`src/rtl/sirv_regvec_bus_ctrl_pkg.sv`:
```
`default_nettype none
// ============================================================================
// Module   : sirv_regvec_bus_ctrl_pkg
// Brief    : Shared constants, response type and byte-merge helpers for the
//            register-vector bus controller.
// Revision : 1.0 - initial release
// ============================================================================
package sirv_regvec_bus_ctrl_pkg;

    localparam int c_REG_NUM = 8;
    localparam int c_DATA_W  = 32;
    localparam int c_MASK_W  = 4;
    localparam int c_ADDR_W  = 4;
    localparam int c_IDX_W   = $clog2(c_REG_NUM);
    localparam int c_RSP_W   = c_DATA_W + 1;

    typedef struct packed {
        logic                error;
        logic [c_DATA_W-1:0] rdata;
    } rsp_t;

    function automatic logic [c_DATA_W-1:0] expand_mask(input logic [c_MASK_W-1:0] mask);
        logic [c_DATA_W-1:0] m;
        m = '0;
        for (int i = 0; i < c_MASK_W; i++) begin
            m[8*i +: 8] = {8{mask[i]}};
        end
        return m;
    endfunction

    function automatic logic [c_DATA_W-1:0] merge_bytes(
        input logic [c_DATA_W-1:0] old_val,
        input logic [c_DATA_W-1:0] wdata,
        input logic [c_MASK_W-1:0] mask
    );
        logic [c_DATA_W-1:0] m;
        m = expand_mask(mask);
        return (old_val & ~m) | (wdata & m);
    endfunction

endpackage
`default_nettype wire

```
`src/rtl/sirv_rsp_fifo.sv`:
```
`default_nettype none
// ============================================================================
// Module   : sirv_rsp_fifo
// Brief    : Power-of-two depth response FIFO with registered occupancy count.
// Revision : 1.0 - initial release
// ============================================================================
module sirv_rsp_fifo #(
    parameter int DEPTH = 2,
    parameter int WIDTH = 33
) (
    input  logic             clock,
    input  logic             reset,
    input  logic             push,
    input  logic [WIDTH-1:0] push_data,
    input  logic             pop,
    output logic [WIDTH-1:0] pop_data,
    output logic             full,
    output logic             empty
);
    localparam int c_PTR_W = (DEPTH > 1) ? $clog2(DEPTH) : 1;
    localparam int c_CNT_W = $clog2(DEPTH + 1);

    logic [WIDTH-1:0]   r_mem [DEPTH];
    logic [c_PTR_W-1:0] r_wr_ptr;
    logic [c_PTR_W-1:0] r_rd_ptr;
    logic [c_CNT_W-1:0] r_count;
    logic               w_push;
    logic               w_pop;

    assign full   = (r_count == c_CNT_W'(DEPTH));
    assign empty  = (r_count == '0);
    assign w_push = push && !full;
    assign w_pop  = pop && !empty;

    // Head is forced to zero when empty so idle response lines read as zero.
    assign pop_data = empty ? '0 : r_mem[r_rd_ptr];

    always_ff @(posedge clock) begin
        if (w_push && !reset) begin
            r_mem[r_wr_ptr] <= push_data;
        end
    end

    always_ff @(posedge clock) begin
        if (reset) begin
            r_wr_ptr <= '0;
            r_rd_ptr <= '0;
            r_count  <= '0;
        end else begin
            if (w_push) begin
                r_wr_ptr <= r_wr_ptr + 1'b1;
            end
            if (w_pop) begin
                r_rd_ptr <= r_rd_ptr + 1'b1;
            end
            unique case ({w_push, w_pop})
                2'b10:   r_count <= r_count + 1'b1;
                2'b01:   r_count <= r_count - 1'b1;
                default: r_count <= r_count;
            endcase
        end
    end

endmodule
`default_nettype wire

```
`src/rtl/sirv_regvec_bus_ctrl.sv`:
```
`default_nettype none
// ============================================================================
// Module   : sirv_regvec_bus_ctrl
// Brief    : Request/response bus front-end for eight external 32-bit register
//            vectors with byte-masked writes and read-after-write forwarding.
// Revision : 1.0 - initial release
// ============================================================================
module sirv_regvec_bus_ctrl
    import sirv_regvec_bus_ctrl_pkg::*;
#(
    parameter int RSP_DEPTH = 2
) (
    input  logic                          clock,
    input  logic                          reset,
    input  logic                          a_valid,
    output logic                          a_ready,
    input  logic                          a_write,
    input  logic [c_ADDR_W-1:0]           a_addr,
    input  logic [c_DATA_W-1:0]           a_wdata,
    input  logic [c_MASK_W-1:0]           a_mask,
    output logic                          d_valid,
    input  logic                          d_ready,
    output logic [c_DATA_W-1:0]           d_rdata,
    output logic                          d_error,
    output logic [c_REG_NUM-1:0]          reg_en,
    output logic [c_DATA_W-1:0]           reg_d,
    input  logic [c_REG_NUM*c_DATA_W-1:0] reg_q
);
    logic [c_DATA_W-1:0] w_vec [c_REG_NUM];

    logic                r_ws_valid;
    logic [c_IDX_W-1:0]  r_ws_addr;
    logic [c_DATA_W-1:0] r_ws_wdata;
    logic [c_MASK_W-1:0] r_ws_mask;

    logic                w_accept;
    logic                w_legal;
    logic [c_IDX_W-1:0]  w_idx;
    logic                w_ws_active;
    logic [c_DATA_W-1:0] w_merged;
    logic [c_DATA_W-1:0] w_rd_val;
    rsp_t                w_push_rsp;
    rsp_t                w_head;
    logic                w_full;
    logic                w_empty;

    generate
        for (genvar n = 0; n < c_REG_NUM; n++) begin : g_vec
            assign w_vec[n] = reg_q[n*c_DATA_W +: c_DATA_W];
        end
    endgenerate

    assign w_accept = a_valid && a_ready && !reset;
    assign w_legal  = (a_addr < c_ADDR_W'(c_REG_NUM));
    assign w_idx    = a_addr[c_IDX_W-1:0];

    // A pending write is dropped in the reset cycle, so no pulse escapes.
    assign w_ws_active = r_ws_valid && !reset;
    assign w_merged    = merge_bytes(w_vec[r_ws_addr], r_ws_wdata, r_ws_mask);

    always_comb begin
        reg_en = '0;
        reg_d  = '0;
        if (w_ws_active) begin
            reg_en[r_ws_addr] = 1'b1;
            reg_d             = w_merged;
        end
    end

    // A read hitting the register being written this cycle sees the new value.
    assign w_rd_val = (w_ws_active && (r_ws_addr == w_idx)) ? w_merged : w_vec[w_idx];

    always_comb begin
        w_push_rsp       = '0;
        w_push_rsp.error = !w_legal;
        if (w_legal && !a_write) begin
            w_push_rsp.rdata = w_rd_val;
        end
    end

    always_ff @(posedge clock) begin
        if (reset) begin
            r_ws_valid <= 1'b0;
            r_ws_addr  <= '0;
            r_ws_wdata <= '0;
            r_ws_mask  <= '0;
        end else begin
            r_ws_valid <= w_accept && a_write && w_legal;
            if (w_accept && a_write && w_legal) begin
                r_ws_addr  <= w_idx;
                r_ws_wdata <= a_wdata;
                r_ws_mask  <= a_mask;
            end
        end
    end

    sirv_rsp_fifo #(
        .DEPTH (RSP_DEPTH),
        .WIDTH (c_RSP_W)
    ) u_rsp_fifo (
        .clock     (clock),
        .reset     (reset),
        .push      (w_accept),
        .push_data (w_push_rsp),
        .pop       (d_ready),
        .pop_data  (w_head),
        .full      (w_full),
        .empty     (w_empty)
    );

    assign a_ready = !w_full;
    assign d_valid = !w_empty;
    assign d_rdata = w_head.rdata;
    assign d_error = w_head.error;

endmodule
`default_nettype wire

```
`config.mk`:
```
export PLATFORM = sky130hd
export DESIGN_NAME = sirv_regvec_bus_ctrl
export DESIGN_NICKNAME = d
export VERILOG_FILES = /design/src/rtl/sirv_regvec_bus_ctrl_pkg.sv /design/src/rtl/sirv_rsp_fifo.sv /design/src/rtl/sirv_regvec_bus_ctrl.sv
export SDC_FILE = /design/constraint.sdc
export NUM_CORES = 1
export LEC_CHECK = 0
export BUFFER_PORTS_ARGS = -buffer_cell sky130_fd_sc_hd__buf_4
export CELL_PAD_IN_SITES_DETAIL_PLACEMENT = 0
export CELL_PAD_IN_SITES_GLOBAL_PLACEMENT = 1
export CORE_ASPECT_RATIO = 0.8
export CORE_MARGIN = 2
export CORE_UTILIZATION = 33
export CTS_CLUSTER_SIZE = 25
export DETAILED_ROUTE_END_ITERATION = 10
export HOLD_SLACK_MARGIN = 0.05
export PLACE_DENSITY = 0.85
export SETUP_SLACK_MARGIN = 0.5
export SYNTH_ARGS = -nofsm -noshare
export SYNTH_HDL_FRONTEND = slang
export SYNTH_SLANG_ARGS = --single-unit
```
`constraint.sdc`:
```
create_clock -name clock -period 2.64 [get_ports clock]
set_clock_uncertainty 0.2 [all_clocks]
set_input_delay 0.132 -clock clock [delete_from_list [all_inputs] [get_ports clock]]
set_output_delay 0.132 -clock clock [all_outputs]
set_load 0.05 [all_outputs]
```
==> results list <==
* Number of cells on the worst hold path: 5
- Clock power frac: 19.7%
- Clock latency on the worst-skew pair, taken at its later pin, is 0.37 ns.
- The worst setup path is launched from a flip-flop.
- The library cell used most frequently in the layout, excluding fill and tap cells, is sky130_fd_sc_hd__buf_4.
* Worst-case clock buffer depth: 2
* Relative contribution of combinational cells to total power: 52.1%
- Detailed router's first-iteration violation count: 1226
- Initial antenna violation count: 2
* Arrival time reported for the critical path endpoint: 2.20 ns
- Synth Instances: 927
- Clock tree synthesis selected as its root buffer the cell sky130_fd_sc_hd__clkbuf_16.
- Summing the areas of all compound-gate instances in the mapped netlist gives 16.8% of the synthesized area.
- The worst path in the final design needs a cycle of 2.53 ns, including I/O delays and setup.
- The design draws 7.31 mW.
* Mux contribution to synthesized area: 32.0%
- Of the total synthesized cell area, the portion taken by AND, OR, NAND and NOR gates is 13.6%.
- Xor-xnor portion of the synthesized cell area: 0.655%
- Crit path from: r_ws_addr[2]$_SDFFE_PP0P_
- Max-capacitance violation count: 0
* Die Area: 29700 um2
- After synthesis, the largest family of logic cells by area is multiplexers.
* Total wirelength of the detailed-routed design: 50300 um
- For this design the total switching power over the nets is 3.07 mW.
- Final layout net count: 1736
- Die width: 192 um
- Biggest fanout along the worst timing path: 8
- Core Rows: 55
- Buffers placed on the I/O ports in this run total 375.
- For the pin with the worst max-slew slack, the measured transition is 0.734 ns.
* Most frequent cells in the layout: sky130_fd_sc_hd__buf_4 (451), sky130_fd_sc_hd__nand2_1 (107), sky130_fd_sc_hd__mux2i_1 (81)
* Final count of negative-setup-slack endpoints: 0
* Share of total power consumed by net switching: 42.0%
* Reg2Reg Depth: 8
- Class of the tightest hold or removal check: in2reg
- In the synthesized netlist the dominant register cell turns out to be sky130_fd_sc_hd__edfxtp_1.
* Avg WL per Cell: 27.7 um
- Summed instance area of the synthesized netlist: 9360 um2
- Fraction of final layout cells with drive strength greater than 1: 58.7%
- At the worst endpoint, the required time is 2.31 ns.
* Final number of max-transition violations: 0
* H-tree depth reported by CTS: 3
* Total number of vias: 10900
* Starting utilization of the core area: 33.3%
- Largest net degree at the start of global routing: 40
* Avg Inst Size Synth: 10.1 um2
* TritonCTS clock tree: done
* Number of remaining DRC errors: 0
- Via/cell ratio: 5.99
* Nature of the critical path endpoint: output pin
* Reg-to-reg startpoint: r_ws_addr[1]$_SDFFE_PP0P_
* Crit path kind: reg2out
- Summed over all failing endpoints, the final setup total negative slack is 0 ns.
* Placeable core region: 28100 um2
- The run finished with clean final reports.
* LEAKAGE: 6.24 nW
- When the netlist entered floorplanning its net count stood at 1229.
- Overflow after GRT: 0
- In this run, synthesis inferred 66 flip-flops with an integrated enable.
- The number of hold violations in the final report came to 0.
- Final GP Congestion: 0.919
- The worst hold path begins at a_valid.
* Post-synthesis async set-or-reset flop share: 0%
- Total power per unit cell area: 445 nW/um2
- Maximum vdd drop: 0.000446 V
* Clock sinks: 111
- Global routing used 31.9% of the available tracks.
- After Yosys synthesis, full adders, half adders and majority gates account for 0.134% of the synthesized area.
- Num ports: 376
* Global-route wire length before repair: 69400 um
- In this run, synthesis produced a sequential element count of 111.
- Fraction of the cycle the final worst path needs: 95.8%
* First-pass iteration count of the detailed router: 5
- From bottom edge to top edge, the die measures 155 um.
* TritonCTS buffer count: 9
- Via count of the first global-routing pass: 10700
- RSZ-0062 raised after global routing: true
* Number of distinct library cell variants in the gate-level netlist after synthesis: 61
- Internal power comes to 4.24 mW.
* Sum of net half-perimeters after detailed placement: 34400 um
* Clock-pin slew reported for the worst setup and hold paths after clock tree synthesis: 0.08 ns
* Seq/Total Area, Yosys: 30.8%
- Derived from the worst setup path, the maximum achievable clock frequency is 395 MHz.
* Share of power burned in registers: 28.2%
- Compared with the post-synthesis result, the final layout area differs by 75.5%.
- Count of nets left with antenna violations after detail routing: 0
- Worst relative slew slack: 50.9%
- Fill cell instance count of the final layout: 2342
- During synthesis, Yosys emitted a total of 0 warnings.
[critical path, cell delays in order (launching register included)]
cell	delay [ns]
sky130_fd_sc_hd__dfxtp_4	0.41
sky130_fd_sc_hd__buf_16	0.17
sky130_fd_sc_hd__inv_8	0.06
sky130_fd_sc_hd__buf_12	0.13
sky130_fd_sc_hd__mux4_2	0.53
sky130_fd_sc_hd__o2bb2ai_4	0.16
sky130_fd_sc_hd__nor2_4	0.18
sky130_fd_sc_hd__buf_8	0.18
[routing by layer]
layer | global-route usage, % | part of all wire [%]
met1 | 44.7 | 42
met2 | 48.1 | 43
met3 | 7.90 | 11
met4 | 10.7 | 3.9
met5 | 0 | 0
[repair_timing]
item                                   4_1_cts  5_1_grt
setup endpoints to repair                  121      101
gates resized for setup                    172      107
pin swaps                                   33       45
endpoints found under the hold margin       45        0
gates cloned                                11        6
setup buffers                               54       46
hold buffers                                41        0
[synthesized netlist by cell type, types with 21 or more instances]
| library cell | n | area [um2] |
|---|---|---|
| sky130_fd_sc_hd__nor2b_1 | 37 | 231 |
| sky130_fd_sc_hd__buf_2 | 29 | 145 |
| sky130_fd_sc_hd__nand2b_1 | 21 | 131 |
| sky130_fd_sc_hd__mux4_2 | 67 | 1510 |
| sky130_fd_sc_hd__a32o_1 | 21 | 210 |
| sky130_fd_sc_hd__edfxtp_1 | 66 | 1980 |
| sky130_fd_sc_hd__mux2_2 | 29 | 327 |
| sky130_fd_sc_hd__nand2_1 | 108 | 405 |
| sky130_fd_sc_hd__a21oi_1 | 65 | 325 |
| sky130_fd_sc_hd__clkbuf_1 | 38 | 143 |
| sky130_fd_sc_hd__nor2_1 | 78 | 293 |
| sky130_fd_sc_hd__mux2i_1 | 100 | 1000 |
| sky130_fd_sc_hd__dfxtp_1 | 45 | 901 |
| sky130_fd_sc_hd__o32ai_1 | 25 | 219 |
[cells by family after synthesis]
kind of cell,count (synthesis)
flops,111
fa+ha+maj,1
mux,202
xor+xnor,7
simple gates,275
compound gates,220
buf+inv,111
[stage by stage]
step	instance area [um2]	util, %	hold slack, ns	setup slack [ns]	cells
finish	16400	58.5	0.110	0.111	1812
global route	16400	58.5	0.113	0.0781	1811
CTS	15300	54.5	0.0818	0.114	1757
detailed placement	13000	46.1	0.188	-0.0289	1635
global placement	13000	46.1	0.181	-0.0580	1635
floorplan	9530	-	0.0309	0.190	927
[power by group through the flow]
stage          combinational (mW)  sequential (mW)  clock, mW
2_1_floorplan                2.00             2.03          0
3_3_place_gp                 3.25             2.10          0
3_5_place_dp                 3.27             2.11          0
4_1_cts                      3.60             2.05       1.46
5_1_grt                      3.95             2.07       1.53
6_report                     3.81             2.06       1.44
[sequential cells by signal (all words and copies together) (netlist names), named ones only]
name                 cells
u_rsp_fifo.r_wr_ptr      1
r_ws_addr                3
u_rsp_fifo.r_count       2
r_ws_mask                4
u_rsp_fifo.r_rd_ptr      1
r_ws_wdata              32
r_ws_valid               1
u_rsp_fifo.r_mem        66
[path summary, 6_finish.rpt]
| check | endpoint | slack [ns] |
|---|---|---|
| setup / recovery | reg_d[0] | 0.11 |
| hold / removal | r_ws_wdata[28]$_SDFFE_PP0P_ | 0.11 |
| setup reg to reg | u_rsp_fifo.r_mem[1][23]$_DFFE_PP_ | 0.24 |
| hold reg to reg | r_ws_wdata[22]$_SDFFE_PP0P_ | 0.26 |
[cell type report]
| cell class | instances | area (um2) | area share (%) |
|---|---|---|---|
| inverter | 18 | 91.3 | 0.556 |
| clock inverter | 6 | 57.6 | 0.350 |
| tap | 370 | 463 | 2.82 |
| sequential | 111 | 2900 | 17.6 |
| multi-input combinational | 706 | 7220 | 43.9 |
| antenna | 3 | 7.51 | 0.0457 |
| timing repair buffer | 588 | 5440 | 33.1 |
| clock buffer | 10 | 250 | 1.52 |
No activity file was read; power rests on OpenSTA's default activity.
